[src/rtl/sum3_serial_unadder.sv]
// Bit-serial inverse of a three-operand modular adder: recovers diff = (sum - a - b) mod 2^W
// and the integer borrow (0..2), one bit per clock, valid/ready on both sides.
module sum3_serial_unadder #(
  parameter int W = 4
) (
  input  logic         clk,
  input  logic         rst,
  input  logic         in_valid,
  output logic         in_ready,
  input  logic [W-1:0] sum,
  input  logic [W-1:0] a,
  input  logic [W-1:0] b,
  output logic         out_valid,
  input  logic         out_ready,
  output logic [W-1:0] diff,
  output logic [1:0]   borrow
);

  localparam int CW = $clog2(W);

  typedef enum logic [1:0] {IDLE, SHIFT, DONE} state_t;

  state_t         r_state;
  logic [W-1:0]   r_sum;
  logic [W-1:0]   r_a;
  logic [W-1:0]   r_b;
  logic [W-1:0]   r_diff;
  logic [1:0]     r_br;
  logic [CW-1:0]  r_cnt;
  logic           r_in_ready;
  logic           r_out_valid;

  logic [2:0]     w_u;
  logic           w_bit;
  logic [1:0]     w_br_next;

  // w_u = t + 1, so the digit term t = a_i + b_i + br - s_i (-1..4) becomes unsigned 0..5:
  // the result bit is the parity of t and the next borrow is floor((t+1)/2).
  assign w_u       = 3'(r_a[0]) + 3'(r_b[0]) + 3'(r_br) + 3'd1 - 3'(r_sum[0]);
  assign w_bit     = ~w_u[0];
  assign w_br_next = w_u[2:1];

  assign in_ready  = r_in_ready;
  assign out_valid = r_out_valid;
  assign diff      = r_diff;
  assign borrow    = r_br;

  // NOTE: all state updates use non-blocking assignments so every register samples
  // the pre-edge values of the others, regardless of statement order.
  always_ff @(posedge clk or posedge rst) begin
    if (rst) begin
      r_state     <= IDLE;
      r_sum       <= '0;
      r_a         <= '0;
      r_b         <= '0;
      r_diff      <= '0;
      r_br        <= '0;
      r_cnt       <= '0;
      r_in_ready  <= 1'b1;
      r_out_valid <= 1'b0;
    end else begin
      case (r_state)
        IDLE: begin
          if (in_valid) begin
            r_sum      <= sum;
            r_a        <= a;
            r_b        <= b;
            r_br       <= '0;
            r_cnt      <= '0;
            r_in_ready <= 1'b0;
            r_state    <= SHIFT;
          end
        end
        SHIFT: begin
          r_sum  <= r_sum >> 1;
          r_a    <= r_a >> 1;
          r_b    <= r_b >> 1;
          r_diff <= {w_bit, r_diff[W-1:1]};
          r_br   <= w_br_next;
          r_cnt  <= r_cnt + CW'(1);
          if (r_cnt == CW'(W - 1)) begin
            r_out_valid <= 1'b1;
            r_state     <= DONE;
          end
        end
        DONE: begin
          if (out_ready) begin
            r_out_valid <= 1'b0;
            r_in_ready  <= 1'b1;
            r_state     <= IDLE;
          end
        end
        default: begin
          r_state <= IDLE;
        end
      endcase
    end
  end

endmodule

[config.mk]
export PLATFORM = sky130hd
export DESIGN_NAME = sum3_serial_unadder
export DESIGN_NICKNAME = d
export VERILOG_FILES = /design/src/rtl/sum3_serial_unadder.sv
export SDC_FILE = /design/constraint.sdc
export NUM_CORES = 1
export LEC_CHECK = 0
export ABC_AREA = 1
export BUFFER_PORTS_ARGS = -buffer_cell sky130_fd_sc_hd__buf_2
export CAP_MARGIN = 20
export CORE_ASPECT_RATIO = 1.1
export CORE_MARGIN = 2
export CORE_UTILIZATION = 51
export CTS_CLUSTER_SIZE = 24
export DETAILED_ROUTE_END_ITERATION = 12
export PLACE_DENSITY_LB_ADDON = 0.12
export SYNTH_ARGS = -nofsm -noshare
export SYNTH_HDL_FRONTEND = slang
export SYNTH_SLANG_ARGS = --single-unit
export TNS_END_PERCENT = 100
[constraint.sdc]
create_clock -name clk -period 2.5 [get_ports clk]
set_input_delay 0.375 -clock clk [delete_from_list [all_inputs] [get_ports clk]]
set_output_delay 0.375 -clock clk [all_outputs]
set_load 0.05 [all_outputs]
==> metrics, run 1 <==
status completed; MaxCap Viol Count 0; Sink Count 24; first-pass iteration count of the detailed router 4; Critical Path RT 2.70 ns; RR Startpoint borrow[0]$_DFFE_PP0P_; DRT antenna net count 0; sequential share of power 36.3%; Hold Buf Count CTS 0; area of the die 2840 µm²; Initial Util 54.5%; DR iter-0 viols 14; R2R cell count 7; Synth warnings 0; Nets 194; core area 2270 µm²; Cell Area, Placed 1340 µm²; Logic pwr share 53.2%; clock root buffer clkbuf_4; final hold vios 0; Fill cells 229; final instance area 1370 µm²; dpl ws 0.607 ns; Pwr per Cell Area 1450 nW/µm²; Tightest Pin Transition 0.923 ns; clock network power share 10.4%; Pint 0.00101 W; final hold slack 0.240 ns; port bufs 23; RSZ-0062 raised after global routing no; Cells after Synth 152; fraction of layout cells with a size suffix above 1 19.7%; worst min path class in2async; Net Switching 0.000988 W; Mapped Nets 172; vias in the first global route 905; Net Sw Frac 49.5%; global placer's final weighted congestion 0.755; crit path capture type flip-flop; routed vias 996; io pins 24; Syn Area/Cell 8.16 µm²; post-CTS resize count 0; worst skew pair latency 0.31 ns; final period utilization 75.9%; Seq/Total Area, Yosys 48.5%; post-layout minimum cycle time 1.90 ns; Clk pin slew, worst setup/hold paths 0.13 ns; # rows 18; drt via density 4.91; placed instance count 199; Startpoint Class flip-flop; TritonCTS clock tree built; overall global routing resource usage 17.9%; Crit Path Category reg2reg; Final Non-Filler Cells 203; antenna violations before repair 0; Synth cell types 18; HPWL after detailed placement 1530 µm; clock buffer depth 2; most common cell after layout, fill and taps aside nand2_1; Slew Viols, Final 0; setup slack, reg-to-reg 0.60 ns; Post-CTS Setup Bufs 0; final setup margin 0.603 ns; worst-path fanout max 2; WL final 2240 µm; drt wl/cell 11.0 µm; Max VDD drop 0.750 mV; total CTS buffers 3; Synth Register Bits 24; clk_skew 0.000877 ns; RR Endpoint borrow[0]$_DFFE_PP0P_; # diodes 0; FMAX 527 MHz; DIE HEIGHT 55.7 µm; CTS H-Tree Depth 1; final setup fails 0; Lkg Pwr 0.807 nW; Horiz. Die Dim 51.0 µm; setup TNS 0 ns; Residual DRC 0; largest net degree at the start of global routing 25; most frequent cells in the layout nand2_1 (57), inv_1 (28), dfrtp_1 (23), buf_2 (23), nand3_1 (19); Rel. slew slack 38.4%; GR Overflow Total 0; mapped cell area 1240 µm²; Worst EP arrival 2.10 ns; first-pass GRT wire length 3880 µm; Area Growth Syn to Fin 10.8%
==> through the flow <==
step / total power (W) / util [%]
after floorplan: 0.00164 / -
after global placement: 0.00177 / 58.8
after detailed placement: 0.00181 / 58.8
after CTS: 0.00202 / 60.4
after global routing: 0.00219 / 60.4
final: 0.00200 / 60.4
==> power groups by stage <==
stage                     clock network [W]  registers [W]  logic [W]
after global routing               0.000224       0.000747    0.00122
after detailed placement                  0       0.000734    0.00108
after global placement                    0       0.000725    0.00105
after CTS                          0.000214       0.000725    0.00108
final                              0.000208       0.000725    0.00106
after floorplan                           0       0.000867   0.000778
==> worst max path at each step <==
| stage | depth (start not counted) | to | from | slack (ns) |
|---|---|---|---|---|
| finish | 7 | borrow[0]$_DFFE_PP0P_ | borrow[0]$_DFFE_PP0P_ | 0.60 |
| global placement | 7 | borrow[0]$_DFFE_PP0P_ | borrow[0]$_DFFE_PP0P_ | 0.69 |
| detailed placement | 7 | borrow[0]$_DFFE_PP0P_ | borrow[0]$_DFFE_PP0P_ | 0.61 |
| CTS | 7 | borrow[0]$_DFFE_PP0P_ | borrow[0]$_DFFE_PP0P_ | 0.59 |
| floorplan | 7 | borrow[0]$_DFFE_PP0P_ | borrow[0]$_DFFE_PP0P_ | 0.34 |
| global route | 7 | borrow[0]$_DFFE_PP0P_ | borrow[0]$_DFFE_PP0P_ | 0.53 |
==> routing by layer <==
metal / wire length, µm / global-route usage (%) / up-vias
met3: 83 / 2.42 / 6
met2: 1110 / 30.6 / 27
li1: - / - / 497
met5: 0 / 0 / -
met1: 1010 / 22.4 / 466
met4: 30 / 6.95 / 0
==> cell usage after synthesis <==
cell	count	area, µm²
nand2_4	2	22.5
nand3_1	19	95.1
nand2_1	57	214
inv_2	1	3.75
a21oi_1	1	5.00
o21ai_0	5	25.0
buf_6	4	45.0
dfstp_2	1	26.3
buf_2	2	10.0
nor2_4	1	11.3
nor2_1	1	3.75
o21ai_4	1	16.3
ha_1	2	25.0
a21oi_2	1	8.76
dfrtp_1	23	576
o31ai_1	1	7.51
fa_1	2	40.0
inv_1	28	105
==> registers in the layout, summed over array words and instances, names as in the netlist <==
name	count
diff	4
r_a	4
r_b	4
r_sum	4
borrow	2
r_cnt	2
r_state	2
in_ready	1
out_valid	1
==> worst max-delay path, cell delays in order (launching register included) <==
cell	delay (ns)
dfrtp_1	0.38
inv_1	0.07
fa_1	0.53
inv_1	0.04
ha_1	0.18
fa_1	0.43
nand2_1	0.08
o21ai_0	0.09
==> kinds of logic (layout without fill, tap and decap cells) <==
group / after synthesis / after routing / share of synthesized area, %
AND/OR/NAND/NOR: 80 / 80 / 28.0
adder cells (fa/ha/maj): 4 / 4 / 5.25
AO/OA/AOI/OAI: 9 / 9 / 5.05
flip-flops: 24 / 24 / 48.5
buffers and inverters: 35 / 56 / 13.2
==> cell type report <==
| class | instances | area (µm²) | share of cell area [%] |
|---|---|---|---|
| clock buffer | 4 | 36.3 | 2.64 |
| timing repair buffer | 23 | 115 | 8.38 |
| multi-input combinational | 93 | 474 | 34.5 |
| sequential | 24 | 602 | 43.8 |
| inverter | 29 | 109 | 7.92 |
| tap | 30 | 37.5 | 2.73 |
Note: power is estimated with default switching activity, not from simulation.
==> inputs of run 2 (changes only) <==
Settings changed: CORE_UTILIZATION 51 to 48.
Clock period 2.5 ns to 1.59 ns, I/O delays scaled along.
==> run 2 against run 1 <==
Register-to-register slack worse by 0.83 ns. Sequential power is 50% higher. Core utilization is 2.7 points lower. Count of clock-buffer cells in the layout stayed put. Die area is 5.8% higher. Final cell count is 3.4% higher. First-iteration DRC count is 43% higher. The flow now finishes with violations (negative setup slack). Largest cell class unchanged.
==> metrics, run 2 (synthesis gave the netlist of run 1 again) <==
port bufs 23; final setup fails 2; failing checks negative setup slack; Tightest Pin Transition 0.304 ns; worst min path class in2reg; worst-path fanout max 2; Residual DRC 0; GR Overflow Total 0; final hold slack 0.122 ns; drt via density 4.65; Cell Area, Placed 1370 µm²; DRT antenna net count 0; # diodes 0; clock buffer depth 2; post-layout minimum cycle time 1.82 ns; first-pass GRT wire length 3980 µm; area of the die 3010 µm²; Horiz. Die Dim 52.5 µm; Lkg Pwr 0.831 nW; final instance area 1430 µm²; antenna violations before repair 0; final setup margin -0.228 ns; CP Buf/Inv Count 2; most frequent cells in the layout nand2_1 (57), inv_1 (26), buf_2 (23); HPWL after detailed placement 1560 µm; Max VDD drop 1.33 mV; CTS H-Tree Depth 1; final hold vios 0; DR iter-0 viols 20; first-pass iteration count of the detailed router 4; status finished with violations; global placer's final weighted congestion 0.711; Clk pin slew, worst setup/hold paths 0.13 ns; final period utilization 114%; routed vias 976; DIE HEIGHT 57.3 µm; total CTS buffers 3; Nets 200; WL final 2210 µm; slowest CP cell fa_1; setup slack, reg-to-reg -0.23 ns; FMAX 550 MHz; overall global routing resource usage 17.4%; most common cell after layout, fill and taps aside nand2_1; clk_skew 0.00526 ns; core area 2470 µm²; clock root buffer clkbuf_4; TritonCTS clock tree built; largest net degree at the start of global routing 25; Worst path top cell family by delay adder cells; Crit path top cell by count fa_1; worst skew pair latency 0.31 ns; worst-path cell chain inv_2 > fa_1 > inv_1 > ha_2 > fa_1 > nand2_1 > o21ai_1; Slew Viols, Final 0; Pwr per Cell Area 2260 nW/µm²; RSZ-0062 raised after global routing yes; fraction of layout cells with a size suffix above 1 24.0%; drt wl/cell 10.5 µm; Area Growth Syn to Fin 15.0%; Rel. slew slack 79.7%; crit path capture type flip-flop; io pins 24; vias in the first global route 946; Initial Util 50.2%; Worst EP arrival 2.06 ns; Crit Path Category reg2reg; MaxCap Viol Count 0; CP peak stage delay 0.52 ns; Sink Count 24; Critical Path RT 1.83 ns; Startpoint Class flip-flop; # rows 19
-- run 2: final cells by class --
cell class	count	area (µm²)
multi-input cells	93	477
repair buffers	29	163
inverters	29	109
fillers	246	1050
clock buffers	4	36.3
well taps	31	38.8
flip-flops and latches	24	603
-- run 2: per-layer routing --
layer	part of all wire (%)	track usage, %	vias to the layer above	wire length [µm]
met5	0	0	-	0
met2	50	30.7	19	1100
li1	-	-	510	-
met1	46	22.2	443	1010
met3	3.2	2.36	4	71
met4	1.0	4.40	0	23
-- run 2: path summary, 6_finish.rpt --
path	cells after the start	end	from
max	7	borrow[0]$_DFFE_PP0P_	r_b[0]$_DFFE_PP0P_
min	2	r_state[1]$_DFFE_PP0P_	out_ready
max reg2reg	7	borrow[0]$_DFFE_PP0P_	r_b[0]$_DFFE_PP0P_
min reg2reg	2	r_sum[2]$_DFFE_PP0P_	r_sum[2]$_DFFE_PP0P_
max in group asynchronous	4	in_ready$_DFFE_PP1P_	rst
min in group asynchronous	4	r_a[2]$_DFFE_PP0P_	rst
-- run 2: where the power goes --
part | total (W) | switching, W | internal (W)
registers | 0.00109 | 0.000176 | 0.000917
logic | 0.00180 | 0.00119 | 0.000611
clock network | 0.000321 | 0.000181 | 0.000140
total | 0.00322 | 0.00155 | 0.00167
-- run 2: stage by stage --
stage / TNS, ns / worst slack, ns / utilization (%) / total power [W] / std cells
6_report: -0.350 / -0.228 / 57.7 / 0.00322 / 210
5_1_grt: -0.469 / -0.301 / 57.7 / 0.00359 / 210
4_1_cts: -0.357 / -0.231 / 57.7 / 0.00327 / 210
3_5_place_dp: -0.344 / -0.229 / 55.5 / 0.00292 / 204
3_3_place_gp: -0.250 / -0.172 / 55.5 / 0.00284 / 204
2_1_floorplan: -0.514 / -0.305 / - / 0.00260 / 152
-- run 2: what timing repair did --
action / CTS / global route
endpoints found under the setup margin: 2 / 2
buffers inserted: 1 / 0
resized for setup: 2 / 0
hold buffers: 1 / 0
gates cloned: 0 / 0
pin swaps: 0 / 0
hold endpoints to repair: 23 / 0
